$ cat src/rtl/div_cnt_arb_pkg.sv
`default_nettype none
// +--------------------------------------------------------------------------+
// | Module   : div_pkg                                                        |
// | Purpose  : Shared definitions for the shared divide-counter arbiter:      |
// |            default widths, FSM state encoding and the clamping helpers    |
// |            that turn raw ratio/burst settings into effective values.      |
// | Ports    : none (package)                                                 |
// | Revision : 1.0  initial release                                           |
// +--------------------------------------------------------------------------+
package div_pkg;

  localparam int NREQ_DEF    = 4;
  localparam int DIV_W_DEF   = 4;
  localparam int BURST_W_DEF = 4;

  localparam logic [1:0] C_ST_IDLE = 2'd0;
  localparam logic [1:0] C_ST_RUN  = 2'd1;
  localparam logic [1:0] C_ST_DONE = 2'd2;

  typedef enum logic [1:0] {
    ST_IDLE = C_ST_IDLE,
    ST_RUN  = C_ST_RUN,
    ST_DONE = C_ST_DONE
  } state_t;

  // A period of 0 or 1 both mean "tick every cycle".
  function automatic logic [31:0] eff_period(input logic [31:0] p);
    return (p < 32'd2) ? 32'd1 : p;
  endfunction

  // A zero burst still delivers one tick so a grant always completes.
  function automatic logic [31:0] eff_burst(input logic [31:0] b);
    return (b == 32'd0) ? 32'd1 : b;
  endfunction

endpackage : div_pkg
`default_nettype wire

$ cat src/rtl/div_cnt_arb_if.sv
`default_nettype none
// +--------------------------------------------------------------------------+
// | Module   : div_cnt_arb_if                                                 |
// | Purpose  : Bundle between the requesting clients and the shared divide    |
// |            counter.                                                       |
// | Ports    : req, div_ratio, burst_len   client -> counter                  |
// |            gnt, busy, tick, done, po_cnt  counter -> clients              |
// |            modport master = client side, modport slave = counter side     |
// | Revision : 1.0  initial release                                           |
// +--------------------------------------------------------------------------+
interface div_cnt_arb_if
  import div_pkg::*;
#(
  parameter int NREQ    = NREQ_DEF,
  parameter int DIV_W   = DIV_W_DEF,
  parameter int BURST_W = BURST_W_DEF
);

  logic [NREQ-1:0]         req;
  logic [NREQ*DIV_W-1:0]   div_ratio;
  logic [NREQ*BURST_W-1:0] burst_len;
  logic [NREQ-1:0]         gnt;
  logic                    busy;
  logic                    tick;
  logic                    done;
  logic [DIV_W-1:0]        po_cnt;

  modport master (
    output req, div_ratio, burst_len,
    input  gnt, busy, tick, done, po_cnt
  );

  modport slave (
    input  req, div_ratio, burst_len,
    output gnt, busy, tick, done, po_cnt
  );

endinterface : div_cnt_arb_if
`default_nettype wire

$ cat src/rtl/div_cnt_arb_rr_arb.sv
`default_nettype none
// +--------------------------------------------------------------------------+
// | Module   : rr_arb                                                         |
// | Purpose  : Combinational round-robin pick. Scans req starting at ptr and  |
// |            wrapping; reports the first set requester.                     |
// | Ports    : req   in   NREQ    request vector                              |
// |            ptr   in   IDX_W   highest-priority index                      |
// |            gnt   out  NREQ    one-hot winner (zero if none)               |
// |            idx   out  IDX_W   winner index                                |
// |            valid out  1       any request present                         |
// | Revision : 1.0  initial release                                           |
// +--------------------------------------------------------------------------+
module rr_arb
  import div_pkg::*;
#(
  parameter  int NREQ  = NREQ_DEF,
  localparam int IDX_W = (NREQ > 1) ? $clog2(NREQ) : 1
) (
  input  logic [NREQ-1:0]  req,
  input  logic [IDX_W-1:0] ptr,
  output logic [NREQ-1:0]  gnt,
  output logic [IDX_W-1:0] idx,
  output logic             valid
);

  always_comb begin
    gnt   = '0;
    idx   = '0;
    valid = 1'b0;
    // First hit wins; later hits are masked by valid.
    for (int k = 0; k < NREQ; k++) begin
      if (!valid && req[(int'(ptr) + k) % NREQ]) begin
        valid                          = 1'b1;
        idx                            = IDX_W'((int'(ptr) + k) % NREQ);
        gnt[(int'(ptr) + k) % NREQ]    = 1'b1;
      end
    end
  end

endmodule : rr_arb
`default_nettype wire

$ cat src/rtl/div_cnt_arb.sv
`default_nettype none
// +--------------------------------------------------------------------------+
// | Module   : div_cnt_arb                                                    |
// | Purpose  : One programmable divide counter shared by NREQ requesters.     |
// |            A round-robin arbiter grants one requester, its period and     |
// |            burst are latched, the counter emits that many ticks, then     |
// |            the grant is released (done) or abandoned (req dropped).       |
// | Ports    : clk   in  system clock, rising edge                            |
// |            rst   in  asynchronous active-high reset                       |
// |            bus   slave modport of div_cnt_arb_if:                         |
// |                  req/div_ratio/burst_len in, gnt/busy/tick/done/po_cnt out|
// | Revision : 1.0  initial release                                           |
// +--------------------------------------------------------------------------+
module div_cnt_arb
  import div_pkg::*;
#(
  parameter int NREQ    = NREQ_DEF,
  parameter int DIV_W   = DIV_W_DEF,
  parameter int BURST_W = BURST_W_DEF
) (
  input  logic          clk,
  input  logic          rst,
  div_cnt_arb_if.slave  bus
);

  localparam int IDX_W = (NREQ > 1) ? $clog2(NREQ) : 1;

  // Per-requester views of the packed configuration buses.
  logic [DIV_W-1:0]   w_ratio [NREQ];
  logic [BURST_W-1:0] w_burst [NREQ];

  generate
    for (genvar g = 0; g < NREQ; g++) begin : g_unpack
      assign w_ratio[g] = bus.div_ratio[g*DIV_W +: DIV_W];
      assign w_burst[g] = bus.burst_len[g*BURST_W +: BURST_W];
    end
  endgenerate

  // State and latched grant context.
  state_t             r_state;
  logic [NREQ-1:0]    r_gnt;
  logic [IDX_W-1:0]   r_idx;
  logic [IDX_W-1:0]   r_ptr;
  logic [DIV_W-1:0]   r_pe;
  logic [BURST_W-1:0] r_be;
  logic [DIV_W-1:0]   r_po_cnt;
  logic [BURST_W-1:0] r_tcnt;
  logic               r_tick;
  logic               r_done;

  // Next-state values.
  state_t             w_state_nxt;
  logic [NREQ-1:0]    w_gnt_nxt;
  logic [IDX_W-1:0]   w_idx_nxt;
  logic [IDX_W-1:0]   w_ptr_nxt;
  logic [DIV_W-1:0]   w_pe_nxt;
  logic [BURST_W-1:0] w_be_nxt;
  logic [DIV_W-1:0]   w_po_nxt;
  logic [BURST_W-1:0] w_tcnt_nxt;
  logic               w_tick_nxt;
  logic               w_done_nxt;

  // Arbiter results.
  logic [NREQ-1:0]    w_arb_gnt;
  logic [IDX_W-1:0]   w_arb_idx;
  logic               w_arb_valid;

  logic [DIV_W-1:0]   w_sel_pe;
  logic [BURST_W-1:0] w_sel_be;
  logic [IDX_W-1:0]   w_ptr_after;
  logic               w_req_held;
  logic               w_period_end;
  logic               w_last_tick;

  rr_arb #(
    .NREQ (NREQ)
  ) u_rr_arb (
    .req   (bus.req),
    .ptr   (r_ptr),
    .gnt   (w_arb_gnt),
    .idx   (w_arb_idx),
    .valid (w_arb_valid)
  );

  assign w_sel_pe     = DIV_W'(eff_period(32'(w_ratio[w_arb_idx])));
  assign w_sel_be     = BURST_W'(eff_burst(32'(w_burst[w_arb_idx])));
  assign w_ptr_after  = (r_idx == IDX_W'(NREQ - 1)) ? '0 : r_idx + IDX_W'(1);
  assign w_req_held   = |(bus.req & r_gnt);
  assign w_period_end = (r_po_cnt == r_pe - DIV_W'(1));
  // Checking tcnt against Be-1 before incrementing keeps tcnt from wrapping.
  assign w_last_tick  = w_period_end && (r_tcnt == r_be - BURST_W'(1));

  always_comb begin
    w_state_nxt = r_state;
    w_gnt_nxt   = r_gnt;
    w_idx_nxt   = r_idx;
    w_ptr_nxt   = r_ptr;
    w_pe_nxt    = r_pe;
    w_be_nxt    = r_be;
    w_po_nxt    = r_po_cnt;
    w_tcnt_nxt  = r_tcnt;

    case (r_state)
      ST_IDLE: begin
        if (w_arb_valid) begin
          w_state_nxt = ST_RUN;
          w_gnt_nxt   = w_arb_gnt;
          w_idx_nxt   = w_arb_idx;
          w_pe_nxt    = w_sel_pe;
          w_be_nxt    = w_sel_be;
          w_po_nxt    = '0;
          w_tcnt_nxt  = '0;
        end
      end
      ST_RUN: begin
        // Completion outranks an abandon arriving on the final tick.
        if (w_last_tick) begin
          w_state_nxt = ST_DONE;
          w_po_nxt    = '0;
          w_tcnt_nxt  = '0;
        end else if (!w_req_held) begin
          w_state_nxt = ST_IDLE;
          w_gnt_nxt   = '0;
          w_po_nxt    = '0;
          w_tcnt_nxt  = '0;
          w_ptr_nxt   = w_ptr_after;
        end else if (w_period_end) begin
          w_po_nxt    = '0;
          w_tcnt_nxt  = r_tcnt + BURST_W'(1);
        end else begin
          w_po_nxt    = r_po_cnt + DIV_W'(1);
        end
      end
      ST_DONE: begin
        w_state_nxt = ST_IDLE;
        w_gnt_nxt   = '0;
        w_po_nxt    = '0;
        w_ptr_nxt   = w_ptr_after;
      end
      default: begin
        w_state_nxt = ST_IDLE;
        w_gnt_nxt   = '0;
        w_po_nxt    = '0;
        w_tcnt_nxt  = '0;
      end
    endcase

    // tick/done are registered: predict them from the next-cycle state so
    // tick lines up with the cycle in which po_cnt shows Pe-1.
    w_tick_nxt = (w_state_nxt == ST_RUN) && (w_po_nxt == w_pe_nxt - DIV_W'(1));
    w_done_nxt = (w_state_nxt == ST_DONE);
  end

  always_ff @(posedge clk or posedge rst) begin
    if (rst) begin
      r_state  <= ST_IDLE;
      r_gnt    <= '0;
      r_idx    <= '0;
      r_ptr    <= '0;
      r_pe     <= DIV_W'(1);
      r_be     <= BURST_W'(1);
      r_po_cnt <= '0;
      r_tcnt   <= '0;
      r_tick   <= 1'b0;
      r_done   <= 1'b0;
    end else begin
      r_state  <= w_state_nxt;
      r_gnt    <= w_gnt_nxt;
      r_idx    <= w_idx_nxt;
      r_ptr    <= w_ptr_nxt;
      r_pe     <= w_pe_nxt;
      r_be     <= w_be_nxt;
      r_po_cnt <= w_po_nxt;
      r_tcnt   <= w_tcnt_nxt;
      r_tick   <= w_tick_nxt;
      r_done   <= w_done_nxt;
    end
  end

  assign bus.gnt    = r_gnt;
  assign bus.busy   = (r_state != ST_IDLE);
  assign bus.tick   = r_tick;
  assign bus.done   = r_done;
  assign bus.po_cnt = r_po_cnt;

endmodule : div_cnt_arb
`default_nettype wire

$ cat src/flat_wrapper.sv
// flat-port wrapper written by rule: the top's interface ports become plain ports
module div_cnt_arb_flat import div_pkg::*;
#(
  parameter int NREQ    = NREQ_DEF,
  parameter int DIV_W   = DIV_W_DEF,
  parameter int BURST_W = BURST_W_DEF
)
  (clk, rst, bus_req, bus_div_ratio, bus_burst_len, bus_gnt, bus_busy, bus_tick, bus_done, bus_po_cnt);
  div_cnt_arb_if #(.NREQ(NREQ), .DIV_W(DIV_W), .BURST_W(BURST_W)) bus_i ();
  input  logic clk;
  input  logic rst;
  input wire logic [$bits(bus_i.req)-1:0] bus_req;
  input wire logic [$bits(bus_i.div_ratio)-1:0] bus_div_ratio;
  input wire logic [$bits(bus_i.burst_len)-1:0] bus_burst_len;
  output wire logic [$bits(bus_i.gnt)-1:0] bus_gnt;
  output wire logic [$bits(bus_i.busy)-1:0] bus_busy;
  output wire logic [$bits(bus_i.tick)-1:0] bus_tick;
  output wire logic [$bits(bus_i.done)-1:0] bus_done;
  output wire logic [$bits(bus_i.po_cnt)-1:0] bus_po_cnt;
  assign bus_i.req = bus_req;
  assign bus_i.div_ratio = bus_div_ratio;
  assign bus_i.burst_len = bus_burst_len;
  assign bus_gnt = bus_i.gnt;
  assign bus_busy = bus_i.busy;
  assign bus_tick = bus_i.tick;
  assign bus_done = bus_i.done;
  assign bus_po_cnt = bus_i.po_cnt;
  div_cnt_arb #(.NREQ(NREQ), .DIV_W(DIV_W), .BURST_W(BURST_W)) u_core (.clk(clk), .rst(rst), .bus(bus_i));
endmodule
$ cat config.mk
export PLATFORM = sky130hd
export DESIGN_NAME = div_cnt_arb_flat
export DESIGN_NICKNAME = d
export VERILOG_FILES = /design/src/rtl/div_cnt_arb_pkg.sv /design/src/rtl/div_cnt_arb_if.sv /design/src/rtl/div_cnt_arb_rr_arb.sv /design/src/rtl/div_cnt_arb.sv /design/src/flat_wrapper.sv
export SDC_FILE = /design/constraint.sdc
export NUM_CORES = 1
export LEC_CHECK = 0
export CAP_MARGIN = 20
export CORE_MARGIN = 2
export CORE_UTILIZATION = 52
export DETAILED_ROUTE_END_ITERATION = 10
export PLACE_DENSITY_LB_ADDON = 0.2
export SYNTH_ARGS = -nofsm -noshare
export SYNTH_HDL_FRONTEND = slang
export SYNTH_SLANG_ARGS = --single-unit
$ cat constraint.sdc
create_clock -name clk -period 4.73 [get_ports clk]
set_input_delay 0.946 -clock clk [delete_from_list [all_inputs] [get_ports clk]]
set_output_delay 0.946 -clock clk [all_outputs]
set_load 0.03 [all_outputs]
# Word-level counts from Yosys, hierarchy flattened

Index checks and enable logic that the tools add are counted.

Add/subtract/negate cells: 9
$lt $le $gt $ge: 10
Equality and inequality tests: 12
Muxes and demuxes: 63
Bitwise gates (word level): 9
Reduce and logical (&&, ||, !) cells: 24

Operators with widths:

| kind                                                               | count |
|---|---|
| two-way mux 4 bit                                                  | 23 |
| two-way mux 2 bit                                                  | 10 |
| binary-select mux 4 bit (select 2 bit)                             | 2 |
| case mux 4 bit (2 select lines)                                    | 2 |
| two-way mux 1 bit                                                  | 15 |
| equality test 4 bit                                                | 3 |
| < comparator 3 x 4 -> 1 bit (second input constant)                | 3 |
| OR 4 bit                                                           | 3 |
| case mux 4 bit (3 select lines)                                    | 1 |
| subtractor 4 x 1 -> 4 bit (second input constant)                  | 3 |
| greater-or-equal comparator 3 x 1 -> 1 bit (second input constant) | 3 |
| logical AND 1 bit                                                  | 9 |
| AND reduction 3 bit                                                | 3 |
| adder 4 x 1 -> 4 bit (second input constant)                       | 2 |
| binary-select mux 1 bit (select 2 bit)                             | 4 |
| demux 1 bit (select 2 bit)                                         | 4 |
| case mux 2 bit (2 select lines)                                    | 2 |
| equality test 2 bit (second input constant)                        | 3 |
| inequality test 2 bit (second input constant)                      | 3 |
| OR reduction 2 bit                                                 | 3 |
| adder 2 x 1 -> 2 bit (second input constant)                       | 2 |
| adder 2 bit (second input constant)                                | 2 |
| bitwise AND 4 bit                                                  | 1 |
| equality test 2 x 1 -> 1 bit (second input constant)               | 2 |
| 14 further kinds                                                   | 19 |

Register bits: 28
Logic and storage cells: 137

# Longest topological paths before layout

Word-level depth: 25
Depth in mapped cells: 17
Depth with buffers taken out: 14

# Hierarchy

A second synthesis with hierarchy kept.

Cells, all modules: 208
Area, all modules: 2249.7 um^2

Modules (own cells, without submodules):

| module      | times used | cells each | area each (um^2) | sequential area each (um^2) |
|---|---|---|---|---|
| div_cnt_arb | 1          | 163        | 1830.5           | 703.2 |
| rr_arb      | 1          | 45         | 419.2            | 0.0 |

# Worst setup path after synthesis

Ideal clock, no wire load.

Path type: reg-to-reg
From: reg u_core.r_ptr[0]
To: reg u_core.r_tick, in the netlist u_core.bus.tick
Library setup time: 0.082 ns
Arrival time: 4.094 ns
Slack: 0.554 ns
Stages on the path, launching flop included: 18
Path buffers: 3
Period minus slack after synthesis: 4.176 ns
Path through: dfrtp_1 > buf_2 > inv_1 > ha_1 > mux4_2 > buf_2 > nor2b_1 > o21ai_0 > and2_1 > buf_2 > or3_1 > a222oi_1 > o31ai_1 > ha_1 > xnor2_1 > nor2_1 > o2111ai_1 > a31oi_1

Longest elaborated chain between the ends: 23

RTL lines:

| item                                                                                  | line                                               | source |
|---|---|---|
| start: declaration                                                                    | div_cnt_arb.sv:43                                  | `logic [IDX_W-1:0] r_ptr;` |
| start signal: assignment                                                              | div_cnt_arb.sv:170                                 | `r_ptr <= w_ptr_nxt;` |
| adder 2 x 1 -> 2 bit / binary-select mux 1 bit (select 2 bit) (equally long branches) | div_cnt_arb_rr_arb.sv:32, div_cnt_arb_rr_arb.sv:34 |  |
| binary-select mux 1 bit (select 2 bit) / two-way mux 1 bit (equally long branches)    | div_cnt_arb_rr_arb.sv:32                           | `if (!valid && req[(int'(ptr) + k) % NREQ]) begin` |
| two-way mux 1 bit (not written as such)                                               | div_cnt_arb_rr_arb.sv:32                           |  |
| two-way mux 1 bit (not written as such) / logical NOT 1 bit (equally long branches)   | div_cnt_arb_rr_arb.sv:32                           |  |
| logical AND 1 bit                                                                     | div_cnt_arb_rr_arb.sv:32                           |  |
| two-way mux 1 bit                                                                     | div_cnt_arb_rr_arb.sv:32                           |  |
| logical NOT 1 bit                                                                     | div_cnt_arb_rr_arb.sv:32                           |  |
| logical AND 1 bit                                                                     | div_cnt_arb_rr_arb.sv:32                           |  |
| (+8 left out)                                                                         | --                                                 |  |
| < comparator 4 x 2 -> 1 bit                                                           | div_cnt_arb_pkg.sv:28                              | `return (p < 32'd2) ? 32'd1 : p;` |
| two-way mux 4 bit                                                                     | div_cnt_arb_pkg.sv:28                              |  |
| two-way mux 4 bit                                                                     | div_cnt_arb.sv:105                                 | `if (w_arb_valid) begin` |
| two-way mux 4 bit                                                                     | div_cnt_arb.sv:103                                 | `case (r_state)` |
| subtractor 4 x 1 -> 4 bit                                                             | div_cnt_arb.sv:150                                 | `w_tick_nxt = (w_state_nxt == ST_RUN) && (w_po_nxt == w_pe_nxt - DIV_W'(1));` |
| equality test 4 bit                                                                   | div_cnt_arb.sv:150                                 |  |
| logical AND 1 bit (*)                                                                 | div_cnt_arb.sv:150                                 |  |
| named net u_core.w_tick_nxt                                                           | div_cnt_arb.sv:60                                  | `logic w_tick_nxt;` |
| end signal: assignment                                                                | div_cnt_arb.sv:175                                 | `r_tick <= w_tick_nxt;` |
| end: declaration                                                                      | div_cnt_arb.sv:48                                  | `logic r_tick;` |

Mark *: on every way through the listed nets, which the timed path passes. The rest lies on a longest branch. The select of a mux whose other input is x is not followed.
A chain may end at the register's enable or synchronous reset.

# Worst setup path in the final report

From: in bus_req[3]
To: reg u_core.r_tick, in the netlist u_core.bus.tick

Longest elaborated chain between the ends: 23

RTL lines:

| item                                    | line                     | source |
|---|---|---|
| start: declaration                      | flat_wrapper.sv:12       | `input wire logic [$bits(bus_i.req)-1:0] bus_req;` |
| binary-select mux 1 bit (select 2 bit)  | div_cnt_arb_rr_arb.sv:32 |  |
| two-way mux 1 bit (not written as such) | div_cnt_arb_rr_arb.sv:32 |  |
| two-way mux 1 bit                       | div_cnt_arb_rr_arb.sv:32 |  |
| logical NOT 1 bit                       | div_cnt_arb_rr_arb.sv:32 |  |
| logical AND 1 bit                       | div_cnt_arb_rr_arb.sv:32 |  |
| two-way mux 1 bit                       | div_cnt_arb_rr_arb.sv:32 |  |
| logical NOT 1 bit                       | div_cnt_arb_rr_arb.sv:32 |  |
| logical AND 1 bit                       | div_cnt_arb_rr_arb.sv:32 |  |
| (+8 left out)                           | --                       |  |
| < comparator 4 x 2 -> 1 bit             | div_cnt_arb_pkg.sv:28    |  |
| two-way mux 4 bit                       | div_cnt_arb_pkg.sv:28    |  |
| two-way mux 4 bit                       | div_cnt_arb.sv:105       |  |
| two-way mux 4 bit                       | div_cnt_arb.sv:103       |  |
| subtractor 4 x 1 -> 4 bit               | div_cnt_arb.sv:150       |  |
| equality test 4 bit                     | div_cnt_arb.sv:150       |  |
| logical AND 1 bit (*)                   | div_cnt_arb.sv:150       |  |
| named net u_core.w_tick_nxt             | div_cnt_arb.sv:60        |  |

Marked as above.

==> metrics <==
status finished clean; DR pass1 iterations 4; drt via density 6.034; total track usage 0.2410; Peak VDD IR 0.4475 mV; drt total wl 5944 um; clk_skew 0.004118 ns; Hold Buf Count CTS 0; final setup fails 0; die width 71.46 um; CTS tree done; kind of critical path primary input to flip-flop; vias in the first global route 2182; Skew-Pair Late Insertion Delay 0.27 ns; reg2reg setup slack 0.50 ns; Reg-to-Reg Start u_core.r_ptr[0]; Cell variety after synth 52; WP data arrival 4.70 ns; Setup crit start kind primary input; Rel. slew slack 0.6080; drt wl/cell 15.72 um; post-CTS setup buffer count 0; Setup crit start bus_req[3]; antenna-violating nets left 0; worst r2r dst u_core.bus.tick; io pins 49; Critical Path Sink u_core.bus.tick; largest net degree at the start of global routing 29; Num CTS Buffers 3; Cells after Synth 273; Final Max Tran Viols 0; Layout Area Growth over Synthesis 28.29%; total die area 5106 um2; Top FF cell, synth dfrtp_1; Design Power 2.187 mW; required time worst endpoint 4.94 ns; Max-cap violations 0; Rows 24; Remaining DRCs 0; Synth Register Bits 28; Longest Clk Path Bufs 2; H-Tree Level Count 1; first-pass GRT wire length 9970 um; Mean Syn Cell Area 8.667 um2; Post-Syn Area 2366 um2; PwrDens 720.6 nW/um2; Initial Util 0.5434; Die H 71.46 um; leading cell type in the layout, fill and taps excluded clkdlybuf4s50_1; initial antenna violation count 0; fin nets 382; Fillers 362; final period demand of the worst path 4.497 ns; DR vias 2281; endpoints failing hold 0; worst-margin pin slew 0.5841 ns; Leak 1.346 nW; register area share after synthesis 0.2972; core box area 4354 um2; post-synthesis net count 328; share of cells above drive strength 1 0.09816; setup TNS 0 ns; RSZ-0062 raised after global routing false; cell taking the most area after synthesis dfrtp_1; clock sink count 28; most frequent cells in the layout clkdlybuf4s50_1 (47), nand2_1 (40), dfrtp_1 (26), o21ai_0 (22), ha_1 (17); Yosys warnings 0; worst hold path class flip-flop to flip-flop; ANT cells 0; grt ovf 0; ys async rst share 1.000; top cell type's share of synthesized area 0.2750; EDFF count, synth 0; cells on worst reg2reg path 14; port bufs 48; Critical Path Sink Type flip-flop; Synth area leaders dfrtp_1 (27%), ha_1 (9.0%), nand2_1 (6.3%); Worst-path clk slew 0.10 ns; clk root buf clkbuf_8; post-layout util 0.6971; Routability Congestion 0.9171; dpl hpwl 4589 um; # resized after CTS 0; initial drt markers 144; Final Cycle Share 0.9508; Crit Path Max Fanout 9; max frequency 0.2224 GHz
[logic make-up (layout without fill, tap and decap cells)]
logic type	count (synthesis)	in the layout	share of synthesized area
and+or+nand+nor	100	100	0.2126
AOI/OAI and AO/OA	75	75	0.2184
DFF	28	28	0.2972
buffers and inverters	27	80	0.05235
adders and majority gates	17	17	0.08990
xor gates and xnor gates	15	15	0.05552
muxes	11	11	0.07404
[layout make-up]
class	count	area, um2	area share
clock buffer	3	41.29	0.01360
inverter	15	56.30	0.01855
tap	52	65.06	0.02143
timing repair buffer	61	600.6	0.1979
sequential	28	703.2	0.2317
multi-input combinational	218	1539	0.5070
clock inverter	1	30.03	0.009893
[sequential cells by signal, indices dropped and copies added, names as in the netlist]
name               count
u_core.r_ptr           2
u_core.r_be            4
u_core.bus.done        1
u_core.bus.gnt         4
u_core.r_tcnt          4
u_core.r_idx           2
u_core.bus.po_cnt      4
u_core.r_state         2
u_core.bus.tick        1
u_core.r_pe            4
[critical path: stages]
cell             delay, ns
clkdlybuf4s50_1       0.55
mux4_2                0.59
nor3_2                0.29
and2_1                0.27
o21ai_1               0.20
a211o_1               0.35
a222oi_1              0.41
o31ai_1               0.20
ha_1                  0.27
xor2_1                0.21
xnor2_1               0.15
o2111ai_1             0.12
a31oi_1               0.15
[per-stage QoR]
| stage | hold WS [ns] | instance area (um2) | setup WS, ns | cells |
|---|---|---|---|---|
| after CTS | 0.5126 | 3005 | 0.2708 | 377 |
| after global routing | 0.5494 | 3035 | 0.003174 | 378 |
| after floorplan | 0.4538 | 2366 | 0.5540 | 273 |
| after detailed placement | 0.4910 | 2934 | 0.00005640 | 373 |
| final | 0.5244 | 3035 | 0.2329 | 378 |
| after global placement | 0.4710 | 2934 | 0.2275 | 373 |
[cell usage after synthesis, types with 2 or more instances]
master and number:
a311oi_1 2, xor2_1 4, dfrtp_1 26, buf_6 2
xnor2_1 11, and2_1 6, a21oi_1 9, a22oi_1 6
o211ai_1 3, a211o_1 5, a22o_1 3, mux2_2 2
nor3_2 2, a221oi_1 4, o2111ai_1 3, nor3_1 6
ha_1 17, inv_1 15, buf_2 6, or3_1 4
dfstp_2 2, nor2_1 11, mux2i_1 4, clkbuf_1 4
o211a_1 2, nor2b_1 6, nand2_1 40, a31oi_1 3
o21ai_0 22, mux4_2 5, a21o_1 2, nand3_1 16
[how the worst min path moves through the flow]
stage / start / endpoint / cells after the start
6_report: u_core.r_idx[1] / u_core.r_idx[1] / 2
5_1_grt: u_core.bus.gnt[0] / u_core.bus.gnt[0] / 2
4_1_cts: u_core.r_idx[1] / u_core.r_idx[1] / 2
3_5_place_dp: u_core.r_idx[1] / u_core.r_idx[1] / 2
3_3_place_gp: u_core.r_idx[1] / u_core.r_idx[1] / 2
2_1_floorplan: u_core.r_idx[1] / u_core.r_idx[1] / 2
[report_power, final]
group | internal (mW) | switching [mW]
clock | 0.113 | 0.0778
sequential | 0.328 | 0.0612
combinational | 0.683 | 0.923
[layer usage]
| metal | vias up | track usage | share of wire |
|---|---|---|---|
| met2 | 86 | 0.3879 | 0.46 |
| met5 | - | 0 | 0 |
| met3 | 7 | 0.02672 | 0.058 |
| li1 | 1103 | - | - |
| met4 | 0 | 0.06499 | 0.014 |
| met1 | 1085 | 0.3468 | 0.47 |
Note: power is estimated with default switching activity, not from simulation.
